File: config.mk
export PLATFORM = sky130hd
export DESIGN_NAME = posit_sqrt_ctrl
export DESIGN_NICKNAME = d
export VERILOG_FILES = /design/src/rtl/posit_sqrt_ctrl.sv
export SDC_FILE = /design/constraint.sdc
export NUM_CORES = 1
export LEC_CHECK = 0
export BUFFER_PORTS_ARGS = -buffer_cell sky130_fd_sc_hd__buf_2
export CAP_MARGIN = 20
export CORE_MARGIN = 5
export CORE_UTILIZATION = 55
export CTS_CLUSTER_DIAMETER = 60
export DETAILED_ROUTE_END_ITERATION = 6
export PLACE_DENSITY_LB_ADDON = 0.05
export SLEW_MARGIN = 20
export SYNTH_ARGS = -nofsm -noshare
export SYNTH_HDL_FRONTEND = slang
export SYNTH_SLANG_ARGS = --single-unit
File: constraint.sdc
create_clock -name clk -period 13.41 [get_ports clk]
set_input_delay 2.682 -clock clk [delete_from_list [all_inputs] [get_ports clk]]
set_output_delay 2.682 -clock clk [all_outputs]
set_load 0.005 [all_outputs]
File: src/rtl/posit_sqrt_ctrl.sv
// Posit square-root front end: decodes one operand, bypasses zero/NaR/negative, and sequences the root unit.
// Optional macro POSIT_SQRT_STICKY_EN: out_sticky carries |sqrt_rem; otherwise it is tied low.
module posit_sqrt_ctrl #(
    parameter int N     = 16,
    parameter int ES    = 1,
    parameter int WIDTH = 28,
    parameter int FBITS = 27,
    parameter int SW    = $clog2(N) + ES + 2
) (
    input  logic             clk,
    input  logic             reset,
    input  logic             in_valid,
    output logic             in_ready,
    input  logic [N-1:0]     posit_in,
    output logic             sqrt_start,
    output logic [WIDTH-1:0] rad,
    input  logic             sqrt_valid,
    input  logic [WIDTH-1:0] sqrt_root,
    input  logic [WIDTH-1:0] sqrt_rem,
    output logic             out_valid,
    input  logic             out_ready,
    output logic [WIDTH-1:0] out_root,
    output logic [SW-1:0]    out_scale,
    output logic             out_zero,
    output logic             out_nar,
    output logic             out_sticky
);

    localparam int BW = N - 1;
    localparam int FW = N - 3 - ES;
    localparam int MW = $clog2(N) + 1;

    typedef enum logic [2:0] {
        ST_IDLE   = 3'd0,
        ST_DECODE = 3'd1,
        ST_LAUNCH = 3'd2,
        ST_WAIT   = 3'd3,
        ST_DONE   = 3'd4
    } state_t;

    state_t           state_r;
    logic [N-1:0]     opnd_r;
    logic             in_ready_r;
    logic             sqrt_start_r;
    logic             out_valid_r;
    logic [WIDTH-1:0] rad_r;
    logic [WIDTH-1:0] out_root_r;
    logic [SW-1:0]    out_scale_r;
    logic             out_zero_r;
    logic             out_nar_r;

    logic [BW-1:0]    body_s;
    logic [BW-1:0]    rem_s;
    logic             r0_s;
    logic             run_s;
    logic [MW-1:0]    run_len_s;
    logic [ES-1:0]    exp_s;
    logic [FW-1:0]    frac_s;
    logic [SW-1:0]    k_s;
    logic [SW-1:0]    s_s;
    logic [SW-1:0]    s_adj_s;
    logic [SW-1:0]    scale_s;
    logic [WIDTH-1:0] rad_s;
    logic             zero_s;
    logic             nar_s;
    logic             unused_s;

    // Field decode of the registered operand; odd scales pre-shift the mantissa so the root scale halves exactly
    always_comb begin
        body_s    = opnd_r[BW-1:0];
        r0_s      = body_s[BW-1];
        run_s     = 1'b1;
        run_len_s = '0;
        for (int i = BW - 1; i >= 0; i--) begin
            if (run_s && (body_s[i] == r0_s)) begin
                run_len_s = run_len_s + MW'(1);
            end else begin
                run_s = 1'b0;
            end
        end
        // Dropping the regime run plus its terminator left-aligns exponent then fraction, zero-filled
        rem_s  = body_s << (run_len_s + MW'(1));
        exp_s  = rem_s[BW-1 -: ES];
        frac_s = rem_s[BW-1-ES -: FW];
        if (r0_s) begin
            k_s = SW'(run_len_s) - SW'(1);
        end else begin
            k_s = SW'(0) - SW'(run_len_s);
        end
        s_s     = (k_s << ES) + SW'(exp_s);
        s_adj_s = s_s + SW'(s_s[0]);
        scale_s = {s_adj_s[SW-1], s_adj_s[SW-1:1]};
        rad_s   = '0;
        if (s_s[0]) begin
            rad_s[FBITS-1]       = 1'b1;
            rad_s[FBITS-2 -: FW] = frac_s;
        end else begin
            rad_s[FBITS]         = 1'b1;
            rad_s[FBITS-1 -: FW] = frac_s;
        end
        zero_s = (opnd_r == '0);
        nar_s  = opnd_r[N-1];
    end

`ifdef POSIT_SQRT_STICKY_EN
    logic out_sticky_r;

    // Inexact flag: set from the remainder on capture, cleared at every decode
    always_ff @(posedge clk or negedge reset) begin
        if (!reset) begin
            out_sticky_r <= 1'b0;
        end else if (state_r == ST_DECODE) begin
            out_sticky_r <= 1'b0;
        end else if ((state_r == ST_WAIT) && sqrt_valid) begin
            out_sticky_r <= |sqrt_rem;
        end
    end

    assign out_sticky = out_sticky_r;
    assign unused_s   = ^rem_s[1:0];
`else
    assign out_sticky = 1'b0;
    assign unused_s   = ^{rem_s[1:0], sqrt_rem};
`endif

    // Transaction sequencer with registered handshake, start pulse and result outputs
    always_ff @(posedge clk or negedge reset) begin
        if (!reset) begin
            state_r      <= ST_IDLE;
            opnd_r       <= '0;
            in_ready_r   <= 1'b1;
            sqrt_start_r <= 1'b0;
            out_valid_r  <= 1'b0;
            rad_r        <= '0;
            out_root_r   <= '0;
            out_scale_r  <= '0;
            out_zero_r   <= 1'b0;
            out_nar_r    <= 1'b0;
        end else begin
            case (state_r)
                ST_IDLE: begin
                    if (in_valid && in_ready_r) begin
                        opnd_r     <= posit_in;
                        in_ready_r <= 1'b0;
                        state_r    <= ST_DECODE;
                    end
                end
                ST_DECODE: begin
                    out_zero_r <= zero_s;
                    out_nar_r  <= nar_s;
                    if (zero_s || nar_s) begin
                        out_root_r  <= '0;
                        out_scale_r <= '0;
                        out_valid_r <= 1'b1;
                        state_r     <= ST_DONE;
                    end else begin
                        rad_r        <= rad_s;
                        out_scale_r  <= scale_s;
                        sqrt_start_r <= 1'b1;
                        state_r      <= ST_LAUNCH;
                    end
                end
                ST_LAUNCH: begin
                    sqrt_start_r <= 1'b0;
                    state_r      <= ST_WAIT;
                end
                ST_WAIT: begin
                    if (sqrt_valid) begin
                        out_root_r  <= sqrt_root;
                        out_valid_r <= 1'b1;
                        state_r     <= ST_DONE;
                    end
                end
                ST_DONE: begin
                    if (out_ready) begin
                        out_valid_r <= 1'b0;
                        in_ready_r  <= 1'b1;
                        state_r     <= ST_IDLE;
                    end
                end
                default: begin
                    state_r      <= ST_IDLE;
                    in_ready_r   <= 1'b1;
                    sqrt_start_r <= 1'b0;
                    out_valid_r  <= 1'b0;
                end
            endcase
        end
    end

    assign in_ready   = in_ready_r;
    assign sqrt_start = sqrt_start_r;
    assign rad        = rad_r;
    assign out_valid  = out_valid_r;
    assign out_root   = out_root_r;
    assign out_scale  = out_scale_r;
    assign out_zero   = out_zero_r;
    assign out_nar    = out_nar_r;

endmodule

==> impl_metrics.toml, run 1 <==
[routing]
ant_nets = 0
drc = 0
drt-met1-wl_um = 6650
wl_um = 14100
routed.top_layer = "met4"
wire_per_inst_um = 16.1
met3_length_um = 860
wl_met2_um = 6330
vias_per_cell = 5.90
vias = 5141
firstDrtPassIters = 5
drtIter0Drc = 339

[clock_network]
cts.root.buffer_cell = "clkbuf_8"
hold_buffers = 0
cts_buffers = 9
cts_resized = 0
clock_latency_ps = 350
cts_buffer_depth = 2
post-cts-setup-buffer-count = 0
cts.clk_slew.worst_paths_ps = 80
cts.sinks = 72
htree_levels = 3
cts_tree = "built"

[yosys]
synth_seq_area_share_pct = 31.3
synthCells = 654
netlist_top_cells_count = "nand2_1 (75), dfrtp_1 (71), nor2_1 (38)"
ys.flop_type = "dfrtp_1"
synth_seq_cells = 72
ys_top_cells_by_area = "dfrtp_1 (31%), mux2i_1 (6.4%), a22o_1 (5.3%)"
yosys.area.top_type = "dfrtp_1"
synth_top_cell_area_share_pct = 30.8
synthArstFlopShare_pct = 100
synth.most_common_cell = "nand2_1"
yosys_warnings = 0
ys_types = 84
syn_avg_cell_area_um2 = 8.81
synth-edff-count = 0
syn-cell-area_mm2 = 0.00576

[place]
hpwl_um = 10600
io_buffer_count = 102
pre_cts_ws_ps = 1830
finalWeightedCongestion = 0.839

[sta]
finalMaxSlewViolations = 0
clock_skew_ps = 12.6
fin_ws_ps = 1770
rsz0062_at_grt = "no"
tightest_slew_ps = 1050
min_period_ps = 11640
fmax_mhz = 85.9
setup_violations = 0
tns_ps = 0
final.period_utilization_pct = 86.8
hold_violations = 0
max_slew_margin_pct = 29.8

[setup_path]
start_kind = "flip-flop"
crit_slowest_cell = "dfrtp_1"
cp_top_family = "adder cells"
cp.required_ps = 13680
slowest_delay_ps = 880
criticalPathCategory = "flip-flop to flip-flop"
cp_common_cell = "ha_1"
end_kind = "flip-flop"
cp_num_buf_inv = 5
arrival_ps = 11910
cp_max_fo = 29

[floorplan]
ios = 146
start_util_pct = 56.1
rows = 37
die_area_mm2 = 0.0126
die_w_um = 112
die_y_um = 112
coreArea_mm2 = 0.0103

[power]
p_per_area_mw_per_mm2 = 324
ir_drop_uv = 187
total_leakage_power_nw = 2.99

[grt]
antenna_found_initial = 0
grt_pass1_wl_um = 23400
grt_max_degree = 73
globalRoute.totalOverflow = 0
grt.total_usage_pct = 22.4
grt_pass1_vias = 4862

[worst_hold_path]
min_path_type = "flip-flop to flip-flop"

[flow_run]
maxCapViolations = 0

[finish]
area_delta_synth_final_pct = 11.4
nNetsFinal = 821
diodes = 0
drive_gt1_share_pct = 23.4

[status]
status = "completed"
path summary, 6_finish.rpt:
kind	endpoint	slack [ps]	cells after the start	start
setup / recovery	out_scale[5]$_DFFE_PN0P_	1770	45	opnd_r[14]$_DFFE_PN0P_
hold / removal	out_scale[1]$_DFFE_PN0P_	480	2	out_scale[1]$_DFFE_PN0P_
setup reg to reg	out_scale[5]$_DFFE_PN0P_	1770	45	opnd_r[14]$_DFFE_PN0P_
hold reg to reg	out_scale[1]$_DFFE_PN0P_	480	2	out_scale[1]$_DFFE_PN0P_
max in group asynchronous	opnd_r[1]$_DFFE_PN0P_	10370	1	reset
min in group asynchronous	out_scale[3]$_DFFE_PN0P_	2430	1	reset
logic make-up after synthesis:
group                    count (synthesis)  share of synthesized area [%]
AO/OA/AOI/OAI                          167                           20.9
XOR/XNOR                                29                           4.67
adder cells (fa/ha/maj)                 16                           3.39
buffers and inverters                   73                           6.60
flip-flops                              72                           31.3
multiplexers                            60                           11.3
other                                    1                         0.0651
AND/OR/NAND/NOR                        236                           21.7
through the flow:
| step | cell area, µm² | util [%] | cells | hold WS (ps) | total power (W) |
|---|---|---|---|---|---|
| floorplan | 5810 | - | 668 | 465 | 0.00160 |
| global placement | 6220 | 60.6 | 855 | 459 | 0.00186 |
| detailed placement | 6220 | 60.6 | 855 | 471 | 0.00190 |
| CTS | 6420 | 62.5 | 871 | 489 | 0.00208 |
| global route | 6420 | 62.5 | 871 | 500 | 0.00228 |
| finish | 6420 | 62.5 | 871 | 481 | 0.00208 |
worst reg2reg max path, delay by kind of cell, from the launching register on:
kind	cells	cell delay, ps
flip-flops	1	880
adder cells (fa/ha/maj)	11	3300
AND/OR/NAND/NOR	9	1370
AO/OA/AOI/OAI	15	3230
XOR/XNOR	2	900
buffers and inverters	5	820
multiplexers	3	1040
where the power goes:
part / leakage, nW / total, W / internal (W) / switching, W
sequential: 0.919 / 0.000421 / 0.000301 / 0.000120
combinational: 1.97 / 0.00149 / 0.000641 / 0.000846
clock: 0.103 / 0.000172 / 0.0000862 / 0.0000857
total: 2.99 / 0.00208 / 0.00103 / 0.00105
placed cells by master (no fill, tap or decap), types with 4 or more instances in the layout:
master	n
o211ai_1	6
o21ai_0	29
and3_1	10
nor4_1	7
dfrtp_1	71
nor2_1	38
nor3_1	18
buf_2	101
mux2i_1	37
o21ai_1	5
xor2_1	8
or4_1	4
mux2_2	17
nor3b_1	5
or2_2	6
ha_1	14
nand2_1	75
buf_4	5
xnor2_1	19
a22o_1	35
clkbuf_8	9
a32o_1	6
a21oi_1	28
nand3_1	19
a21o_1	4
nand2b_1	8
o22ai_1	5
inv_1	17
conb_1	15
or3_1	8
a31oi_1	5
nand4_1	6
and2_1	8
sequential cells by signal, indices dropped and copies added (netlist names):
| register | cells |
|---|---|
| out_scale | 6 |
| out_root | 28 |
| out_nar | 1 |
| sqrt_start | 1 |
| out_zero | 1 |
| out_valid | 1 |
| in_ready | 1 |
| rad | 14 |
| opnd_r | 16 |
| state_r | 3 |
area by class of cell:
| type | instances | area, µm² |
|---|---|---|
| Clock buffer | 9 | 124 |
| Clock inverter | 7 | 71.3 |
| Fill cell | 899 | 3860 |
| Inverter | 18 | 67.6 |
| Multi-Input combinational cell | 523 | 3640 |
| Sequential cell | 72 | 1800 |
| Tap cell | 136 | 170 |
| Timing Repair Buffer | 106 | 543 |
metal layers:
layer | global-route usage (%) | vias up
met5 | 0 | -
met4 | 7.05 | 0
met3 | 4.53 | 21
met2 | 34.4 | 174
met1 | 31.8 | 2413
li1 | - | 2533
No activity file was read; power rests on OpenSTA's default activity.
==> run 2: changes to the inputs <==
Settings changed: CORE_UTILIZATION 55 to 49.
Clock period 13.41 ns to 10.5 ns, I/O delays scaled along.
==> impl_metrics.toml, run 2 (synthesized netlist as in run 1, its figures left out) <==
[status]
status = "completed"

[finish]
final_common_cell = "buf_2"
final_area_mm2 = 0.00663
largest_register_ffs = 28
fillCellCount = 1066
multiInputGateArea_mm2 = 0.00365
nNetsFinal = 831
diodes = 0
stdcell_count = 887
area_delta_synth_final_pct = 15.0
drive_gt1_share_pct = 24.5
mostFrequentLayoutCells = "buf_2 (101), nand2_1 (75), dfrtp_1 (70)"
seq_area_mm2 = 0.00180

[sta]
fmax_mhz = 102
max_slew_margin_pct = 27.2
final.period_utilization_pct = 93.2
rsz0062_at_grt = "no"
clock_skew_ps = 8.90
min_period_ps = 9790
finalMaxSlewViolations = 0
hold_violations = 0
tightest_slew_ps = 1090
tns_ps = 0
setup_violations = 0

[routing]
firstDrtPassIters = 7
drc = 0
wl_met2_um = 6630
ant_nets = 0
met3_length_um = 912
drtIter0Drc = 431
vias_per_cell = 5.89
routed.top_layer = "met4"
wl_um = 15000
vias = 5225
drt-met1-wl_um = 7200
wire_per_inst_um = 16.9

[power]
pwr-share-seq_pct = 18.3
combPwrFrac_pct = 70.5
p_per_area_mw_per_mm2 = 433
ir_drop_uv = 223
switching_power_w = 0.00139
p_clk_share_pct = 11.2
total_leakage_power_nw = 3.08
swShare_pct = 48.6
p_int_w = 0.00147

[clock_network]
cts_buffers = 9
post-cts-setup-buffer-count = 0
cts.sinks = 72
htree_levels = 3
clock_latency_ps = 330
cts_tree = "built"
cts.clk_slew.worst_paths_ps = 60
cts.root.buffer_cell = "clkbuf_16"
cts_buffer_depth = 2
hold_buffers = 0
cts_resized = 0

[place]
finalWeightedCongestion = 0.874
hpwl_um = 11300
io_buffer_count = 102
post_dp_cell_area_mm2 = 0.00631
dp_cells = 872

[setup_path]
end_kind = "flip-flop"
arrival_ps = 10040
slowest_delay_ps = 640
cp_max_fo = 12
cp.required_ps = 10750
rr_worst_depth = 42
crit_slowest_cell = "or4_1"
cp_common_cell = "ha_1"
start_kind = "flip-flop"
criticalPathCategory = "flip-flop to flip-flop"

[grt]
antenna_found_initial = 0
grt_pass1_wl_um = 24600
grt_max_degree = 65
grt_pass1_vias = 5026
grt.total_usage_pct = 20.8
globalRoute.totalOverflow = 0

[floorplan]
ios = 146
die_area_mm2 = 0.0140
die_y_um = 118
coreArea_mm2 = 0.0115
start_util_pct = 50.2
rows = 39
die_w_um = 118

[worst_hold_path]
worst_hold_path.num_cells = 2
min_path_type = "flip-flop to flip-flop"

[flow_run]
maxCapViolations = 0
run 2: changes by cell type in the layout (fill, tap and decap cells not counted), sizes merged:
cell and change:
clkinv -4, clkbuf +1, buf +10, bufinv +1, clkinvlp +1
run 2: power by group through the flow:
stage | clock network (W) | registers, W | logic, W
final | 0.000320 | 0.000526 | 0.00202
after global routing | 0.000337 | 0.000547 | 0.00224
after CTS | 0.000329 | 0.000524 | 0.00201
after global placement | 0 | 0.000521 | 0.00197
after floorplan | 0 | 0.000460 | 0.00158
after detailed placement | 0 | 0.000525 | 0.00201
run 2: critical path: cells and delay by family, from the launching register on:
family | cells | cell delay [ps]
adder cells (fa/ha/maj) | 10 | 2910
AO/OA/AOI/OAI | 15 | 2840
AND/OR/NAND/NOR | 8 | 1720
multiplexers | 3 | 770
flip-flops | 1 | 520
XOR/XNOR | 2 | 520
buffers and inverters | 4 | 430
run 2: per-stage QoR:
stage / total power, W / utilization (%) / hold WS, ps / setup slack (ps)
global placement: 0.00249 / 55.0 / 461 / 740
finish: 0.00287 / 57.8 / 477 / 714
detailed placement: 0.00253 / 55.0 / 465 / 615
floorplan: 0.00204 / - / 465 / 1120
CTS: 0.00286 / 57.7 / 481 / 599
global route: 0.00312 / 57.8 / 503 / 53.3
run 2: cell type report:
cell class	count	share of cell area, %
clock inverter	5	1.23
multi-input combinational	523	55.0
timing repair buffer	116	9.33
sequential	72	27.2
inverter	18	1.02
clock buffer	10	3.46
tap	143	2.70
run 2: per-layer routing:
metal,up-vias,track usage [%]
li1,2557,-
met2,149,31.5
met3,20,5.06
met4,0,6.02
met1,2499,29.8
met5,-,0
run 2: path summary, 6_finish.rpt:
kind | endpoint | slack, ps | startpoint
setup / recovery | out_scale[5]$_DFFE_PN0P_ | 710 | opnd_r[12]$_DFFE_PN0P_
hold / removal | rad[23]$_DFFE_PN0P_ | 480 | rad[23]$_DFFE_PN0P_
setup reg to reg | out_scale[5]$_DFFE_PN0P_ | 710 | opnd_r[12]$_DFFE_PN0P_
hold reg to reg | rad[23]$_DFFE_PN0P_ | 480 | rad[23]$_DFFE_PN0P_
max in group asynchronous | opnd_r[11]$_DFFE_PN0P_ | 7810 | reset
min in group asynchronous | out_scale[5]$_DFFE_PN0P_ | 1590 | reset
